===== config.mk =====
export PLATFORM = sky130hd
export DESIGN_NAME = wb_queue_flat
export DESIGN_NICKNAME = d
export VERILOG_FILES = /design/src/rtl/wb_queue_if.sv /design/src/rtl/wb_queue.sv /design/src/flat_wrapper.sv
export SDC_FILE = /design/constraint.sdc
export NUM_CORES = 1
export LEC_CHECK = 0
export CAP_MARGIN = 40
export CORE_MARGIN = 2
export CORE_UTILIZATION = 40
export DETAILED_ROUTE_END_ITERATION = 8
export DONT_BUFFER_PORTS = 1
export PLACE_DENSITY = 0.65
export SETUP_SLACK_MARGIN = 0.02
export SYNTH_ARGS = -nofsm -noshare
export SYNTH_HDL_FRONTEND = slang
export SYNTH_SLANG_ARGS = --single-unit

===== constraint.sdc =====
create_clock -name clk -period 4.38 [get_ports clk]
set_input_delay 0.876 -clock clk [delete_from_list [all_inputs] [get_ports clk]]
set_output_delay 0.876 -clock clk [all_outputs]
set_load 0.01 [all_outputs]

===== src/rtl/wb_queue_if.sv =====
// Writeback queue bus: producer offer, register-file write port and bypass lookups.
interface wb_queue_if;
  logic        in_valid;
  logic        in_ready;
  logic [2:0]  in_reg;
  logic [15:0] in_data;
  logic        rf_stall;
  logic        flush;
  logic        write;
  logic [2:0]  writeregsel;
  logic [15:0] writedata;
  logic [2:0]  lookup1sel;
  logic [2:0]  lookup2sel;
  logic        hit1;
  logic        hit2;
  logic [15:0] hit1data;
  logic [15:0] hit2data;
  logic [3:0]  count;

  // Driver side: the pipeline and register file around the queue.
  modport master (
    output in_valid, in_reg, in_data, rf_stall, flush, lookup1sel, lookup2sel,
    input  in_ready, write, writeregsel, writedata, hit1, hit2, hit1data, hit2data, count
  );

  // Queue side.
  modport slave (
    input  in_valid, in_reg, in_data, rf_stall, flush, lookup1sel, lookup2sel,
    output in_ready, write, writeregsel, writedata, hit1, hit2, hit1data, hit2data, count
  );
endinterface


===== src/rtl/wb_queue.sv =====
// Writeback queue: circular FIFO of (reg, data) results draining into the register
// file in push order, with two associative lookups returning the youngest pending value.
module wb_queue #(
  parameter int unsigned DEPTH = 4  // power of two, 2..8
) (
  input logic     clk,
  input logic     rst,
  wb_queue_if.slave bus
);

  localparam int unsigned PtrW = (DEPTH > 1) ? $clog2(DEPTH) : 1;
  typedef logic [PtrW-1:0] ptr_t;

  // Entry storage is not reset; validity comes from rd_ptr/count alone.
  logic [2:0]  reg_q  [DEPTH];
  logic [2:0]  reg_d  [DEPTH];
  logic [15:0] data_q [DEPTH];
  logic [15:0] data_d [DEPTH];

  ptr_t       rd_ptr_q, rd_ptr_d;
  ptr_t       wr_ptr_q, wr_ptr_d;
  logic [3:0] count_q, count_d;

  logic        full, empty, push, pop, in_ready, write;
  logic [2:0]  head_reg;
  logic [15:0] head_data;
  logic        hit1, hit2;
  logic [15:0] hit1data, hit2data;
  ptr_t        idx;

  // Handshake and head outputs; in_ready is also held low during reset.
  always_comb begin
    full      = (count_q == 4'(DEPTH));
    empty     = (count_q == 4'd0);
    in_ready  = rst & ~full & ~bus.flush;
    write     = rst & ~empty & ~bus.rf_stall & ~bus.flush;
    push      = bus.in_valid & in_ready;
    pop       = write;
    head_reg  = empty ? 3'd0 : reg_q[rd_ptr_q];
    head_data = empty ? 16'd0 : data_q[rd_ptr_q];
  end

  // Next-state for pointers, occupancy and storage.
  always_comb begin
    reg_d    = reg_q;
    data_d   = data_q;
    rd_ptr_d = rd_ptr_q;
    wr_ptr_d = wr_ptr_q;
    count_d  = count_q;
    if (bus.flush) begin
      rd_ptr_d = '0;
      wr_ptr_d = '0;
      count_d  = 4'd0;
    end else begin
      if (push) begin
        reg_d[wr_ptr_q]  = bus.in_reg;
        data_d[wr_ptr_q] = bus.in_data;
        wr_ptr_d         = wr_ptr_q + ptr_t'(1);
      end
      if (pop) begin
        rd_ptr_d = rd_ptr_q + ptr_t'(1);
      end
      unique case ({push, pop})
        2'b10:   count_d = count_q + 4'd1;
        2'b01:   count_d = count_q - 4'd1;
        default: count_d = count_q;
      endcase
    end
  end

  // Lookup scan oldest to youngest so the last match wins; only stored entries count.
  always_comb begin
    hit1     = 1'b0;
    hit2     = 1'b0;
    hit1data = 16'd0;
    hit2data = 16'd0;
    idx      = rd_ptr_q;
    for (int k = 0; k < int'(DEPTH); k++) begin
      idx = rd_ptr_q + ptr_t'(k);
      if (4'(k) < count_q) begin
        if (reg_q[idx] == bus.lookup1sel) begin
          hit1     = 1'b1;
          hit1data = data_q[idx];
        end
        if (reg_q[idx] == bus.lookup2sel) begin
          hit2     = 1'b1;
          hit2data = data_q[idx];
        end
      end
    end
  end

  // Pointer and occupancy registers, cleared asynchronously.
  always_ff @(posedge clk or negedge rst) begin
    if (!rst) begin
      rd_ptr_q <= '0;
      wr_ptr_q <= '0;
      count_q  <= 4'd0;
    end else begin
      rd_ptr_q <= rd_ptr_d;
      wr_ptr_q <= wr_ptr_d;
      count_q  <= count_d;
    end
  end

  // Entry storage.
  always_ff @(posedge clk) begin
    reg_q  <= reg_d;
    data_q <= data_d;
  end

  assign bus.in_ready    = in_ready;
  assign bus.write       = write;
  assign bus.writeregsel = head_reg;
  assign bus.writedata   = head_data;
  assign bus.hit1        = hit1;
  assign bus.hit2        = hit2;
  assign bus.hit1data    = hit1data;
  assign bus.hit2data    = hit2data;
  assign bus.count       = count_q;

endmodule


===== src/flat_wrapper.sv =====
// flat-port wrapper written by rule: the top's interface ports become plain ports
module wb_queue_flat 
#(
  parameter int unsigned DEPTH = 4                       
)
  (clk, rst, bus_in_valid, bus_in_reg, bus_in_data, bus_rf_stall, bus_flush, bus_lookup1sel, bus_lookup2sel, bus_in_ready, bus_write, bus_writeregsel, bus_writedata, bus_hit1, bus_hit2, bus_hit1data, bus_hit2data, bus_count);
  wb_queue_if bus_i ();
  input logic clk;
  input logic rst;
  input wire logic [$bits(bus_i.in_valid)-1:0] bus_in_valid;
  input wire logic [$bits(bus_i.in_reg)-1:0] bus_in_reg;
  input wire logic [$bits(bus_i.in_data)-1:0] bus_in_data;
  input wire logic [$bits(bus_i.rf_stall)-1:0] bus_rf_stall;
  input wire logic [$bits(bus_i.flush)-1:0] bus_flush;
  input wire logic [$bits(bus_i.lookup1sel)-1:0] bus_lookup1sel;
  input wire logic [$bits(bus_i.lookup2sel)-1:0] bus_lookup2sel;
  output wire logic [$bits(bus_i.in_ready)-1:0] bus_in_ready;
  output wire logic [$bits(bus_i.write)-1:0] bus_write;
  output wire logic [$bits(bus_i.writeregsel)-1:0] bus_writeregsel;
  output wire logic [$bits(bus_i.writedata)-1:0] bus_writedata;
  output wire logic [$bits(bus_i.hit1)-1:0] bus_hit1;
  output wire logic [$bits(bus_i.hit2)-1:0] bus_hit2;
  output wire logic [$bits(bus_i.hit1data)-1:0] bus_hit1data;
  output wire logic [$bits(bus_i.hit2data)-1:0] bus_hit2data;
  output wire logic [$bits(bus_i.count)-1:0] bus_count;
  assign bus_i.in_valid = bus_in_valid;
  assign bus_i.in_reg = bus_in_reg;
  assign bus_i.in_data = bus_in_data;
  assign bus_i.rf_stall = bus_rf_stall;
  assign bus_i.flush = bus_flush;
  assign bus_i.lookup1sel = bus_lookup1sel;
  assign bus_i.lookup2sel = bus_lookup2sel;
  assign bus_in_ready = bus_i.in_ready;
  assign bus_write = bus_i.write;
  assign bus_writeregsel = bus_i.writeregsel;
  assign bus_writedata = bus_i.writedata;
  assign bus_hit1 = bus_i.hit1;
  assign bus_hit2 = bus_i.hit2;
  assign bus_hit1data = bus_i.hit1data;
  assign bus_hit2data = bus_i.hit2data;
  assign bus_count = bus_i.count;
  wb_queue #(.DEPTH(DEPTH)) u_core (.clk(clk), .rst(rst), .bus(bus_i));
endmodule

==> flow_summary.ini <==
[run_status]
status = completed

[detailed_routing]
wl_met1_mm = 6.697
antenna_left = 0
drt_wl_total_mm = 17.32
drc_errors = 0
vias_per_cell = 6.536
first_iter_violations = 493
wl_met2_mm = 8.232
wl_met3_mm = 2.006
top_layer = met4
vias = 5039
dr.pass1.iters = 5
wl_per_cell_um = 22.47

[timing]
layout_min_cycle_time_ps = 4268
drv_slew = 0
fin_setup_tns_ps = 0
fin_crit_sh = 0.9745
finalHoldViolCount = 0
tightestPinTransition_ps = 858.5
fin_skew_ps = 6.921
rsz0062_at_grt = false
slew_headroom = 0.4242
setup_viol = 0
fmax_ghz = 0.2343

[final_layout]
diodes = 0
syn_to_final_growth_pct = 11.15
design_area_um2 = 6623
final_nets = 620
layout-drive-gt1-share = 0.1993

[clock_network]
clk_latency_ps = 340
clk_pin_slew_ps = 60
cts_tree = built
cts_buffer_depth = 2
cts_setup_buffers = 0
numCtsBuffers = 9
h-tree-depth = 3
cts_sinks = 84
root_buffer = clkbuf_16

[logic_synthesis]
synthesis.area_um2 = 5958
yosys-mux-area-fraction = 0.1724
synth_edf_count = 76
synth_nets = 613
synth_flop_cell = edfxtp_1
netlist_instances = 575
yosys.area_share.simple = 0.09492
synth_xor_area_frac = 0.04116
yosys_warnings = 0
yosysSeqAreaShare = 0.4166
synth_seq_cells = 84
synth_cell_types = 43
async_reset_ff_frac = 0.09524
synth_area_per_cell_um2 = 10.36
synth_top_family_by_area = compound AO/OA/AOI/OAI gates
synth_adder_area_share = 0.01680
synth_compound_area_frac = 0.2106

[grt]
grt-ovfl-total = 0
grt_start_max_net_pins = 57
track_usage = 0.2141
antenna_found_initial = 0
grt_pass1_wl_mm = 26.74
grt_pass1_vias = 5067

[floorplanning]
die_w_um = 126.0
rows = 44
core_area_um2 = 14530
initial_utilization = 0.4100
dieArea_um2 = 15890
die_h_um = 126.0
ioPinCount = 89

[worst_setup_path]
path_cells = mux2_2 > mux2i_1 > xor2_1 > and4_1 > buf_4 > a221oi_1 > o31ai_1
cp_max_fo = 31
critPathBufInv = 1
slowest_delay_ps = 730
required_ps = 3500
cp.arrival_ps = 3390
slowest_stage = dfrtp_4
crit_path_end_kind = output port
ff2ff_path_depth = 9
criticalPathCategory = reg -> out
crit_family = flip-flops
cp-start-kind = flip-flop
crit_cells = 7

[power]
total_power_mw = 2.915
p_per_area_nw_per_um2 = 440.1
max-vdd-ir-drop_uv = 203.8
p_leak_nw = 2.106

[min_path]
min_path_type = in -> async

[placed_design]
place_congestion = 0.8398
place_hpwl_mm = 11.70
dpl_cell_area_um2 = 6295
numPortBuffers = 0

[flow_run]
max_cap_violations = 0
==> path summary, 6_finish.rpt <==
check / to / from / slack [ps]
max: bus_hit2data[14] / u_core.rd_ptr_q[1] / 110
min: u_core.rd_ptr_q[1] / rst / 230
min in group clk: u_core.wr_ptr_q[0] / u_core.wr_ptr_q[0] / 550
min reg2reg: u_core.wr_ptr_q[0] / u_core.wr_ptr_q[0] / 550
max reg2reg: u_core.bus.count[3] / u_core.bus.count[1] / 1850
max in group asynchronous: u_core.rd_ptr_q[0] / rst / 4070
==> cell families (layout without fill, tap and decap cells) <==
group                      after synthesis  count (layout)
AOI/OAI and AO/OA                      180             180
xor gates and xnor gates                28              28
adders and majority gates                8               8
buffers and inverters                   58              70
DFF                                     84              84
muxes                                   91              91
and+or+nand+nor                        126             126
==> cell type report <==
| class | count | area, um^2 |
|---|---|---|
| fillers | 1318 | 7911 |
| clock buffers | 11 | 232.7 |
| inverters | 7 | 26.28 |
| well taps | 184 | 230.2 |
| multi-input cells | 433 | 3208 |
| repair buffers | 47 | 352.8 |
| clock inverters | 5 | 85.08 |
| flip-flops and latches | 84 | 2487 |
==> state kept, by name, indices dropped and copies added, names as in the netlist <==
name	cells
u_core.data_q	64
u_core.wr_ptr_q	2
u_core.bus.count	4
u_core.reg_q	12
u_core.rd_ptr_q	2
==> cells in the final DEF, fill, tap and decap left out, types with 17 or more instances in the layout <==
| cell type | instances |
|---|---|
| edfxtp_1 | 76 |
| mux2i_1 | 45 |
| o21ai_0 | 38 |
| nor2_1 | 75 |
| nand2_1 | 23 |
| mux2_2 | 40 |
| a211oi_1 | 32 |
| o31ai_1 | 17 |
| a21oi_1 | 19 |
| a221oi_1 | 32 |
| buf_4 | 47 |
==> metrics by stage <==
| stage | setup WS [ps] | hold slack, ps | instances | util |
|---|---|---|---|---|
| 5_1_grt | 30.65 | 215.2 | 771 | 0.4557 |
| 3_5_place_dp | 450.4 | 535.8 | 755 | 0.4331 |
| 2_1_floorplan | 1241 | 492.4 | 575 | - |
| 4_1_cts | 96.71 | 214.6 | 771 | 0.4550 |
| 3_3_place_gp | 531.2 | 521.7 | 754 | 0.4326 |
| 6_report | 111.6 | 228.6 | 771 | 0.4557 |
==> synth_stat cells (all sizes together) (17+ instances only) <==
master | number | area [um^2]
a221oi | 32 | 280.3
mux2 | 40 | 450.4
nor2 | 75 | 281.5
a21oi | 19 | 95.09
clkbuf | 23 | 86.33
mux2i | 46 | 464.2
a211oi | 35 | 275.3
buf | 28 | 170.2
edfxtp | 76 | 2282
nand2 | 23 | 86.33
o31ai | 17 | 127.6
o21ai | 38 | 190.2
==> power breakdown <==
part / total, mW / switching, mW / internal [mW]
sequential: 0.944 / 0.0431 / 0.901
clock: 0.806 / 0.303 / 0.503
combinational: 1.16 / 0.762 / 0.403
total: 2.91 / 1.11 / 1.81
==> per-layer routing <==
| layer | up-vias | track usage |
|---|---|---|
| met1 | 2456 | 0.2597 |
| li1 | 2246 | - |
| met4 | 0 | 0.08856 |
| met2 | 292 | 0.3510 |
| met3 | 45 | 0.07052 |
| met5 | - | 0 |
==> what timing repair did <==
action                                 4_1_cts  5_1_grt
setup endpoints to repair                    0        2
hold buffers                                 0        0
gates resized for setup                      0        2
endpoints found under the hold margin        0        0
(Power assumes the default switching activity.)
